--- config.mk ---
export PLATFORM = sky130hd
export DESIGN_NAME = branch_ctrl
export DESIGN_NICKNAME = d
export VERILOG_FILES = /design/src/rtl/branch_pkg.sv /design/src/rtl/branch_ctrl_ras_stack.sv /design/src/rtl/branch_ctrl.sv
export SDC_FILE = /design/constraint.sdc
export NUM_CORES = 1
export LEC_CHECK = 0
export CAP_MARGIN = 0
export CORE_ASPECT_RATIO = 1.2
export CORE_MARGIN = 3
export CORE_UTILIZATION = 60
export DETAILED_ROUTE_END_ITERATION = 7
export PLACE_DENSITY = 0.85
export SYNTH_ARGS = -nofsm -noshare
export SYNTH_HDL_FRONTEND = slang
export SYNTH_SLANG_ARGS = --single-unit
--- constraint.sdc ---
create_clock -name Clk -period 8.4 [get_ports Clk]
set_input_delay 1.68 -clock Clk [delete_from_list [all_inputs] [get_ports Clk]]
set_output_delay 1.68 -clock Clk [all_outputs]
set_load 0.05 [all_outputs]
--- src/rtl/branch_pkg.sv ---
// Shared definitions for the branch controller: op encoding, branch offset table, sign-extend helper.
// Latency: n/a (constants and pure functions only).
// Backpressure: n/a.
package branch_pkg;

    localparam int LUTW_DEF = 4;
    localparam int LUT_N    = 2 ** LUTW_DEF;

    typedef enum logic [1:0] {
        OP_NONE = 2'b00,
        OP_BR   = 2'b01,
        OP_CALL = 2'b10,
        OP_RET  = 2'b11
    } op_e;

    // Relative branch offsets selected by the decoder's LUT index.
    localparam logic signed [7:0] BR_LUT [LUT_N] = '{
        8'sd4,    8'sd16,   -8'sd2,   -8'sd5,
        8'sd60,   8'sd127,  -8'sd128, 8'sd1,
        -8'sd1,   8'sd32,   -8'sd32,  8'sd100,
        -8'sd100, 8'sd8,    -8'sd16,  8'sd0
    };

    // Sign-extend an 8-bit offset; callers keep the low PC-width bits.
    function automatic logic [31:0] sext8(input logic [7:0] v);
        return {{24{v[7]}}, v};
    endfunction

endpackage

--- src/rtl/branch_ctrl_ras_stack.sv ---
// Return-address LIFO: push drops when full, pop ignored when empty, no wrap-around.
// Latency: top/depth/full/empty reflect state registered at the previous posedge.
// Backpressure: none; the parent inspects full/empty and never pushes and pops together.
module ras_stack #(
    parameter int DEPTH = 4,
    parameter int T     = 12
) (
    input  logic                     Clk,
    input  logic                     Reset,
    input  logic                     push,
    input  logic                     pop,
    input  logic [T-1:0]             din,
    output logic [T-1:0]             top,
    output logic [$clog2(DEPTH):0]   depth,
    output logic                     full,
    output logic                     empty
);

    localparam int AW = $clog2(DEPTH);

    logic [T-1:0]  r_mem [DEPTH];
    logic [AW:0]   r_depth;
    logic [AW-1:0] w_wr_idx;
    logic [AW-1:0] w_top_idx;

    // Write slot is the current occupancy; top sits one below it (DEPTH is a power of two,
    // so a full stack's low bits are zero and the decrement lands on DEPTH-1).
    assign w_wr_idx  = r_depth[AW-1:0];
    assign w_top_idx = r_depth[AW-1:0] - 1'b1;

    assign full  = (r_depth == (AW+1)'(DEPTH));
    assign empty = (r_depth == '0);
    assign depth = r_depth;
    assign top   = r_mem[w_top_idx];

    // Occupancy counter; contents are don't-care after reset so only the count is cleared.
    always_ff @(posedge Clk) begin
        if (Reset) begin
            r_depth <= '0;
        end else if (push && !full) begin
            r_depth <= r_depth + 1'b1;
        end else if (pop && !empty) begin
            r_depth <= r_depth - 1'b1;
        end
    end

    // Store a pushed return address unless the stack is already full.
    always_ff @(posedge Clk) begin
        if (!Reset && push && !full) begin
            r_mem[w_wr_idx] <= din;
        end
    end

endmodule

--- src/rtl/branch_ctrl.sv ---
// Branch/call/return redirect decision for fetch, with a return-address stack and sticky error flags.
// Latency: outputs combinational from inputs and stack state; stack and flags update at the retiring posedge.
// Backpressure: none; one decision per Valid cycle, Reset/Start override everything.
module branch_ctrl
    import branch_pkg::*;
#(
    parameter int T     = 12,
    parameter int DEPTH = 4,
    parameter int LUTW  = LUTW_DEF
) (
    input  logic                   Clk,
    input  logic                   Reset,
    input  logic                   Start,
    input  logic                   Valid,
    input  logic [1:0]             Op,
    input  logic [LUTW-1:0]        LutIdx,
    input  logic                   Cond,
    input  logic [T-1:0]           ProgCtr,
    output logic                   BranchRelEn,
    output logic                   TakeFlag,
    output logic [T-1:0]           Target,
    output logic [$clog2(DEPTH):0] Depth,
    output logic                   Overflow,
    output logic                   Underflow,
    output logic                   RangeErr
);

    logic          w_clr;
    logic          w_act;
    op_e           w_op;
    logic [31:0]   w_lut_sext;
    logic [31:0]   w_diff_sext;
    logic [T:0]    w_diff;
    logic          w_in_range;
    logic [T-1:0]  w_top;
    logic          w_full;
    logic          w_empty;
    logic          w_push;
    logic          w_pop;
    logic          r_ovf;
    logic          r_unf;
    logic          r_rng;

    assign w_clr = Reset | Start;
    assign w_act = Valid & ~w_clr;
    assign w_op  = op_e'(Op);

    assign w_lut_sext  = sext8(BR_LUT[LutIdx]);

    // Return distance in T+1-bit two's complement; it fits the 8-bit offset when bits T..7 agree.
    assign w_diff      = {1'b0, w_top} - {1'b0, ProgCtr};
    assign w_in_range  = (&w_diff[T:7]) | ~(|w_diff[T:7]);
    assign w_diff_sext = sext8(w_diff[7:0]);

    ras_stack #(
        .DEPTH (DEPTH),
        .T     (T)
    ) u_ras (
        .Clk   (Clk),
        .Reset (w_clr),
        .push  (w_push),
        .pop   (w_pop),
        .din   (ProgCtr + 1'b1),
        .top   (w_top),
        .depth (Depth),
        .full  (w_full),
        .empty (w_empty)
    );

    // Decode the op into fetch controls and stack push/pop requests.
    always_comb begin
        BranchRelEn = 1'b0;
        TakeFlag    = 1'b0;
        Target      = '0;
        w_push      = 1'b0;
        w_pop       = 1'b0;
        if (w_act) begin
            case (w_op)
                OP_BR: begin
                    BranchRelEn = 1'b1;
                    TakeFlag    = Cond;
                    Target      = w_lut_sext[T-1:0];
                end
                OP_CALL: begin
                    BranchRelEn = 1'b1;
                    TakeFlag    = 1'b1;
                    Target      = w_lut_sext[T-1:0];
                    w_push      = 1'b1;
                end
                OP_RET: begin
                    BranchRelEn = 1'b1;
                    if (!w_empty) begin
                        w_pop = 1'b1;
                        if (w_in_range) begin
                            TakeFlag = 1'b1;
                            Target   = w_diff_sext[T-1:0];
                        end
                    end
                end
                default: begin
                end
            endcase
        end
    end

    // Sticky error flags, cleared only by Reset/Start.
    always_ff @(posedge Clk) begin
        if (w_clr) begin
            r_ovf <= 1'b0;
            r_unf <= 1'b0;
            r_rng <= 1'b0;
        end else if (w_act) begin
            if (w_op == OP_CALL && w_full) begin
                r_ovf <= 1'b1;
            end
            if (w_op == OP_RET && w_empty) begin
                r_unf <= 1'b1;
            end
            if (w_op == OP_RET && !w_empty && !w_in_range) begin
                r_rng <= 1'b1;
            end
        end
    end

    assign Overflow  = r_ovf;
    assign Underflow = r_unf;
    assign RangeErr  = r_rng;

endmodule

## After elaboration in Yosys (flattened, before gate mapping)

Memory sizes are Yosys's and may differ from the RTL's.
Index checks and enable logic that the tools add are counted.

| word-level totals | value |
|---|---|
| bits in registers | 6 |
| RAM bits | 48 |
| bits in read-only memories | 128 |
| input bits | 23 |
| memories | 2 |

| cells by class | value |
|---|---|
| $add $sub $neg | 5 |
| order comparisons | 1 |
| equality and inequality tests | 4 |
| multiplexer cells | 21 |
| bitwise gates (word level) | 6 |
| reduce and logical (&&, ||, !) cells | 21 |

Memory list:

| name | depth | width | rd ports | clocked after Yosys merged registers in | write ports | line | text |
|---|---|---|---|---|---|---|---|
| (name not given) | 16 | 8 | 1 | 0 | 0 | branch_ctrl.sv:48 | `assign w_lut_sext = sext8(BR_LUT[LutIdx]);` |
| u_ras.r_mem | 4 | 12 | 1 | 0 | 1 | branch_ctrl_ras_stack.sv:21 | `logic [T-1:0] r_mem [DEPTH];` |

Operators by type and width:

| kind | number |
|---|---|
| 12-bit two-way mux | 3 |
| 12-bit case mux with 2 select lines | 1 |
| 8-bit two-way mux | 2 |
| 12-bit by 12-bit subtractor with 13-bit output | 1 |
| 12-bit by 1-bit adder with 12-bit output, second input constant | 1 |
| 1-bit two-way mux | 12 |
| 1-bit logical AND | 8 |
| 3-bit two-way mux | 2 |
| 2-bit AND reduction | 3 |
| 6-bit AND reduction | 1 |
| 6-bit OR reduction | 1 |
| 5-bit >= comparator, second input constant | 1 |
| 4-bit inverter with 5-bit output | 1 |
| 2-bit == test, second input constant | 2 |
| 1-bit logical NOT | 4 |
| 3-bit by 1-bit adder with 3-bit output, second input constant | 1 |
| 3-bit == test, second input constant | 1 |
| 3-bit logical NOT | 1 |
| 1-bit case mux with 3 select lines | 1 |
| 3-bit OR reduction | 1 |
| 3-bit by 1-bit subtractor with 3-bit output, second input constant | 1 |
| 2-bit by 1-bit == test with 1-bit output, second input constant | 1 |
| 1-bit inverter | 2 |
| 1-bit OR | 2 |
| other kinds (4) | 4 |

## Longest topological paths before layout

Gate-level depths: netlist of the first run.
An unclocked memory read counts as a cell.

| depth | value |
|---|---|
| depth in word-level cells | 10 |
| mapped depth | 16 |

## Cells and area by module

From an unflattened synthesis of the first run, not the netlist that was laid out.

| second synthesis, totals | value |
|---|---|
| cell total of the unflattened synthesis | 320 |
| area total of the unflattened synthesis | 3627.2 sq um |

By module, submodules not included:

| module | times used | cells an instance | area an instance (sq um) | seq. area each (sq um) |
|---|---|---|---|---|
| ras_stack | 1 | 100 | 2062.0 | 1501.4 |
| branch_ctrl | 1 | 220 | 1565.3 | 60.1 |

## Least setup slack after synthesis of the first run

OpenSTA, ideal clock, no wires.

| timing | value |
|---|---|
| path type | reg2out |
| from | reg u_ras.r_depth[0], in the netlist u_ras.depth[0] |
| to | out Target[10] |
| data arrival time | 5467 ps |
| data required time | 6720 ps |
| path slack | 1253 ps |
| cell stages (with the launch flop) | 16 |
| buffers on the path | 4 |
| path through | dfxtp_1 -> buf_1 -> inv_1 -> ha_1 -> buf_1 -> mux4_2 -> ha_1 -> bufbuf_16 -> a21o_1 -> a21oi_1 -> o21ai_0 -> a31oi_1 -> xnor2_1 -> nand4_1 -> o22ai_1 -> buf_4 |

| on the way | value |
|---|---|
| longest elaborated chain between the ends | 10 |
| elaborated cells on any way between the ends | 12 |
| those cells by class | add/sub: 2; mux: 4; bitwise: 2; reduce/logical: 3; memory: 1 |

RTL lines:

| element | line | text |
|---|---|---|
| from (decl) | branch_ctrl_ras_stack.sv:22 | `logic [AW:0] r_depth;` |
| from (signal assigned) | branch_ctrl_ras_stack.sv:41 | `r_depth <= r_depth + 1'b1;` |
| from (signal assigned) | branch_ctrl_ras_stack.sv:43 | `r_depth <= r_depth - 1'b1;` |
| 2-bit by 1-bit subtractor with 2-bit output (*) | branch_ctrl_ras_stack.sv:29 | `assign w_top_idx = r_depth[AW-1:0] - 1'b1;` |
| named net u_ras.w_top_idx[0] | branch_ctrl_ras_stack.sv:24 | `logic [AW-1:0] w_top_idx;` |
| memory read 4 x 12 bit (*) | -- |  |
| 12-bit by 12-bit subtractor with 13-bit output (*) | branch_ctrl.sv:51 | `assign w_diff = {1'b0, w_top} - {1'b0, ProgCtr};` |
| 6-bit OR reduction | branch_ctrl.sv:52 | `assign w_in_range = (&w_diff[T:7]) \| ~(\|w_diff[T:7]);` |
| 1-bit inverter | branch_ctrl.sv:52 |  |
| 1-bit OR | branch_ctrl.sv:52 |  |
| 12-bit two-way mux (*) | branch_ctrl.sv:94 | `if (w_in_range) begin` |
| 12-bit two-way mux (*) | branch_ctrl.sv:92 | `if (!w_empty) begin` |
| 12-bit case mux with 2 select lines (*) | branch_ctrl.sv:78 | `case (w_op)` |
| 12-bit two-way mux (*) | branch_ctrl.sv:77 | `if (w_act) begin` |
| to (decl) | branch_ctrl.sv:21 | `output logic [T-1:0] Target,` |

The timed path passes the listed nets; every way through them passes the cells marked *.

## Worst setup path in the final report of the first run

| timing | value |
|---|---|
| from | in ProgCtr[1] |
| to | out Target[1] |

| on the way | value |
|---|---|
| longest elaborated chain between the ends | 8 |
| elaborated cells on any way between the ends | 9 |
| those cells by class | add/sub: 1; mux: 4; bitwise: 2; reduce/logical: 2 |

RTL lines:

| element | line | text |
|---|---|---|
| from (decl) | branch_ctrl.sv:18 | `input logic [T-1:0] ProgCtr,` |
| 12-bit by 12-bit subtractor with 13-bit output (*) | branch_ctrl.sv:51 |  |
| 6-bit OR reduction | branch_ctrl.sv:52 |  |
| 1-bit inverter | branch_ctrl.sv:52 |  |
| 1-bit OR | branch_ctrl.sv:52 |  |
| 12-bit two-way mux (*) | branch_ctrl.sv:94 |  |
| 12-bit two-way mux (*) | branch_ctrl.sv:92 |  |
| 12-bit case mux with 2 select lines (*) | branch_ctrl.sv:78 |  |
| 12-bit two-way mux (*) | branch_ctrl.sv:77 |  |

Every way passes the cells marked *; elsewhere a longest branch is shown, timed or not.

==> results of run 1 <==
cells in the mapped netlist, drive strengths merged (3+ instances only):
master  count
nand2b      4
a31o        6
and2        4
o21ai       7
buf         6
o211ai      3
dfxtp       6
ha         28
and3        4
nand4       3
nand3      10
xor2        6
a21o        5
nand2      13
xnor2      14
mux4       13
a21oi      22
mux2i       3
nor2       19
clkbuf      4
inv        26
nor3        9
a311oi      3
edfxtp     48
or2b        4
power by group:
group          total [mW]  internal [mW]  switching, mW
Clock               0.146         0.0594         0.0864
Sequential          0.294          0.294       0.000312
Combinational      0.0888         0.0381         0.0506
Total               0.529          0.391          0.137
worst max path at each step:
stage / end / slack, ns / depth (start not counted)
floorplan: Target[10] / 1.25 / 15
global placement: TakeFlag / 1.36 / 11
detailed placement: Target[1] / 1.33 / 12
CTS: Target[1] / 1.30 / 12
global route: TakeFlag / 1.10 / 12
finish: Target[1] / 1.29 / 11
logic make-up after synthesis:
| logic type | Yosys count | synth area share |
|---|---|---|
| XOR/XNOR | 20 | 0.0501 |
| AO/OA/AOI/OAI | 59 | 0.124 |
| buffers and inverters | 37 | 0.0551 |
| flip-flops | 54 | 0.446 |
| adder cells (fa/ha/maj) | 30 | 0.112 |
| AND/OR/NAND/NOR | 78 | 0.121 |
| multiplexers | 16 | 0.0923 |
routing by layer:
| layer | global-route usage | part of all wire | vias up |
|---|---|---|---|
| li1 | - | - | 1171 |
| met1 | 0.289 | 0.44 | 1148 |
| met2 | 0.382 | 0.49 | 63 |
| met3 | 0.0301 | 0.050 | 10 |
| met4 | 0.0859 | 0.017 | 0 |
| met5 | 0 | 0 | - |
flip-flops by register name, summed over array words and instances, names as in the netlist:
register,flops
Overflow,1
Underflow,1
RangeErr,1
u_ras.depth,3
u_ras.r_mem,48
metrics by stage:
stage / cell area [um2] / total power [mW] / std cells
after detailed placement: 3940 / 0.388 / 404
final: 4020 / 0.529 / 411
after floorplan: 3500 / 0.361 / 294
after CTS: 4020 / 0.532 / 411
after global placement: 3940 / 0.385 / 404
after global routing: 4020 / 0.555 / 411
worst max-delay path: cells and delay by family:
kind | cells | cell delay (ns)
compound gates | 4 | 0.96
xor+xnor | 1 | 0.19
fa+ha+maj | 1 | 0.29
buf+inv | 3 | 1.46
simple gates | 2 | 0.85
cell type report:
class | count | share of cell area
Clock inverter | 2 | 0.00436
Inverter | 26 | 0.0243
Tap cell | 77 | 0.0240
Multi-Input combinational cell | 203 | 0.434
Clock buffer | 5 | 0.0171
Timing Repair Buffer | 44 | 0.108
Sequential cell | 54 | 0.388
==> reports/results.txt, run 1 <==
outcome -> complete, no violations
TritonCTS buffer count -> 5
most frequent cells in the layout -> edfxtp_1 (48), clkdlybuf4s50_1 (42), ha_1 (28)
Hold Crit Class -> reg2reg
clk buf depth -> 2
fin crit share -> 0.847
Leak Pwr -> 1.48 nW
first-pass GRT wire length -> 11.2 mm
Place WS -> 1.33 ns
Worst R2R Start -> u_ras.depth[1]
HP Start -> RangeErr
Setup TNS -> 0 ns
Synth area leader -> edfxtp_1
CTS H-Tree Depth -> 2
Filler cells -> 379
share of layout cells above drive strength 1 -> 0.120
Max-Cap Viols -> 0
CORE AREA -> 5480 um2
Seq/Total Area, Yosys -> 0.446
initial antenna violation count -> 0
Die Area -> 6790 um2
post-CTS setup buffer count -> 0
hold buffers post-CTS -> 0
#FFs+latches synth -> 54
Port Buffers -> 42
diode count -> 0
Detailed Route WL -> 6.84 mm
DPL Wire Length -> 5.14 mm
cell count after synthesis -> 294
relative slew slack -> 0.516
Hold Path Cell Cnt -> 2
Critical Path RT -> 6.72 ns
final hold viol count -> 0
Worst Tran Pin Value -> 0.727 ns
Multi-input gate area -> 1740 um2
# rows -> 29
vias per cell -> 5.82
Post-synth EDFFs -> 48
CP endpoint kind -> primary output
number of DRC markers in iteration 0 -> 102
CP startpoint kind -> primary input
DIE HEIGHT -> 89.6 um
share of Yosys cell area claimed by the top area cell type -> 0.412
Netlist Area Pre-Place -> 3500 um2
root buf cell -> clkbuf_8
Fmax -> 0.141 GHz
drt drc -> 0
GRT Total Usage -> 0.224
Clock Sinks -> 54
Layout Utilization -> 0.734
Async S/R FF share, synth -> 0
DIE WIDTH -> 75.7 um
Synth Flop Type -> edfxtp_1
Initial Utilization -> 0.639
critical path's slowest cell -> clkdlybuf4s50_1
Hold EP -> RangeErr
Worst Path Max Fanout -> 9
Clock Skews -> 0.00667 ns
internal reg-to-reg setup slack -> 4.34 ns
worst r2r dst -> RangeErr
vias post-DR -> 2392
peak supply drop -> 0.104 mV
CTS clock-pin slew for the worst setup and hold paths -> 0.10 ns
most frequent CP cell -> clkdlybuf4s50_1
GR Overflow Total -> 0
vias in the first global route -> 2372
fin. max-slew vios -> 0
Final setup viols -> 0
fin crit period -> 7.11 ns
CTS tree -> yes
Synth cell types -> 54
TritonRoute pass-1 iters -> 4
WHS -> 0.473 ns
Routed Antenna Nets -> 0
Final Wtd Congestion -> 0.938
area grow syn2layout -> 15.0%
IO Count -> 43
nets -> 387
register area -> 1560 um2
largest net degree at the start of global routing -> 18
syn nets -> 347
worst-path cell chain -> clkdlybuf4s50_1 -> inv_1 -> ha_1 -> or2b_2 -> a21oi_2 -> o221ai_1 -> xnor2_1 -> or4_4 -> o31ai_4 -> a31o_1 -> clkdlybuf4s50_1
Crit Path Class -> in2out
Worst-Skew Late Latency -> 0.31 ns
top post-synthesis cells by area -> edfxtp_1 (41%), ha_1 (10%), mux4_2 (8.4%)
final worst slack -> 1.29 ns
post-cts sizing count -> 0
synthesized area per cell -> 11.9 um2
most common cell after layout, fill and taps aside -> edfxtp_1
crit path DAT -> 5.43 ns
Setup crit start -> ProgCtr[1]
delay of the slowest critical-path stage -> 0.79 ns
wire per inst -> 16.6 um
Ys Warns -> 0
Power Density -> 131 nW/um2
unrepaired setup endpoints after global routing -> false
R2R depth -> 14
No activity file was read; power rests on OpenSTA's default activity.
==> run 2: changes to the inputs <==
CORE_UTILIZATION = 51   (was 60)
PLACE_DENSITY = 0.77   (was 0.85)
clock period = 5.9 ns   (was 8.4 ns; I/O delays follow)
==> reports/results.txt, run 2 (same netlist as run 1, synthesis figures left out) <==
fin crit period -> 5.57 ns
total power -> 803 uW (+52%)
critical path's slowest cell -> or4_4
GR Overflow Total -> 0 (unchanged)
clk buf depth -> 2 (unchanged)
outcome -> complete, no violations
Detailed Route WL -> 6.90 mm (+0.85%)
fin. max-slew vios -> 0 (unchanged)
R2R depth -> 14 (unchanged)
peak supply drop -> 0.154 mV (+49%)
CTS tree -> yes
CTS clock-pin slew for the worst setup and hold paths -> 0.10 ns (about the same)
Final Wtd Congestion -> 0.876 (-6.6%)
crit path DAT -> 4.39 ns (-1.04 ns)
final hold viol count -> 0 (unchanged)
share of layout cells above drive strength 1 -> 0.170 (+0.0499)
Crit Path Class -> in2out
Worst Tran Pin Value -> 0.641 ns (-0.0853 ns)
most frequent cells in the layout -> edfxtp_1 (48), clkdlybuf4s50_1 (29), ha_1 (28)
area grow syn2layout -> 18.7%
vias in the first global route -> 2345 (-1.1%)
unrepaired setup endpoints after global routing -> false
Die Area -> 7890 um2 (+16%)
Clock Sinks -> 54 (unchanged)
diode count -> 0 (unchanged)
most common cell after layout, fill and taps aside -> edfxtp_1
post-CTS setup buffer count -> 0 (unchanged)
Clock Skews -> 0.00403 ns (-0.00264 ns)
delay of the slowest critical-path stage -> 0.56 ns (-0.23 ns)
CORE AREA -> 6530 um2 (+19%)
largest net degree at the start of global routing -> 19 (+1)
DPL Wire Length -> 5.29 mm (+2.9%)
Leak Pwr -> 1.55 nW (+4.5%)
IO Count -> 43 (unchanged)
Worst Path Max Fanout -> 9 (unchanged)
Power Density -> 193 nW/um2 (+47%)
post-cts sizing count -> 0 (unchanged)
TritonCTS buffer count -> 5 (unchanged)
Port Buffers -> 42 (unchanged)
internal reg-to-reg setup slack -> 2.02 ns (-2.32 ns)
number of DRC markers in iteration 0 -> 158 (+55%)
Max-Cap Viols -> 0 (unchanged)
vias post-DR -> 2379 (-0.54%)
relative slew slack -> 0.572 (+0.0569)
Filler cells -> 499 (+32%)
DIE WIDTH -> 81.6 um (+7.8%)
max reg flops -> 48 (unchanged)
CP startpoint kind -> primary input
# rows -> 32 (+10%)
TritonRoute pass-1 iters -> 5 (+1)
nets -> 388 (+0.26%)
GRT Total Usage -> 0.185 (-0.0388)
vias per cell -> 5.65 (-2.9%)
Initial Utilization -> 0.536 (-0.102)
first-pass GRT wire length -> 11.4 mm (+1.7%)
hold buffers post-CTS -> 0 (unchanged)
Hold Crit Class -> reg2reg
Critical Path RT -> 4.72 ns (-2.00 ns)
Fmax -> 0.180 GHz
fin crit share -> 0.944
Final setup viols -> 0 (unchanged)
worst-path cell chain -> clkdlybuf4s50_1 -> inv_1 -> ha_1 -> a21o_2 -> a21oi_1 -> mux2i_1 -> nand4b_1 -> or4_4 -> o31ai_4 -> a31o_1 -> buf_12
Hold Path Cell Cnt -> 1 (-1)
DIE HEIGHT -> 96.7 um (+7.9%)
Routed Antenna Nets -> 0 (unchanged)
drt drc -> 0 (unchanged)
CP endpoint kind -> primary output
CTS H-Tree Depth -> 2 (unchanged)
Worst-Skew Late Latency -> 0.31 ns (about the same)
Biggest register -> u_ras.r_mem
wire per inst -> 16.4 um (-1.5%)
root buf cell -> clkbuf_8
Setup TNS -> 0 ns (unchanged)
initial antenna violation count -> 0 (unchanged)
## run 2: metal layers
metal | GRT usage | vias up | share of wire
li1 | - | 1165 | -
met3 | 0.0242 | 9 | 0.043
met5 | 0 | - | 0
met2 | 0.307 | 61 | 0.51
met4 | 0.0563 | 0 | 0.012
met1 | 0.250 | 1144 | 0.44
## run 2: final timing paths
kind                                      from         to
worst min-delay path                 Underflow  Underflow
worst max-delay path                ProgCtr[6]  Target[5]
worst max register to register  u_ras.depth[1]   RangeErr
worst min register to register       Underflow  Underflow
## run 2: worst max-delay path: cells and delay by family
family          cells  cell delay [ns]
simple gates        2             0.69
buf+inv             3             0.75
mux                 1             0.22
compound gates      4             1.16
fa+ha+maj           1             0.37
## run 2: layout make-up
type                    count  area (um2)  share of cell area
clock inverters             3        48.8              0.0118
inverters                  26        97.6              0.0235
repair buffers             45         510               0.123
well taps                  85         106              0.0256
multi-input cells         203        1760               0.423
flip-flops and latches     54        1560               0.376
clock buffers               5        68.8              0.0166
## run 2: power by group
part           leakage [nW]  internal [mW]  switching, mW
Clock                0.0563          0.129          0.126
Combinational          1.01         0.0566         0.0723
Sequential            0.481          0.418       0.000488
## run 2: per-stage QoR
| step | instances | hold WS (ns) | worst slack, ns | utilization | instance area (um2) |
|---|---|---|---|---|---|
| floorplan | 294 | 0.670 | 0.198 | - | 3510 |
| global placement | 413 | 0.457 | 0.394 | 0.618 | 4040 |
| detailed placement | 413 | 0.464 | 0.348 | 0.618 | 4040 |
| CTS | 421 | 0.492 | 0.344 | 0.636 | 4150 |
| global route | 421 | 0.520 | 0.117 | 0.636 | 4150 |
| finish | 421 | 0.487 | 0.333 | 0.636 | 4150 |
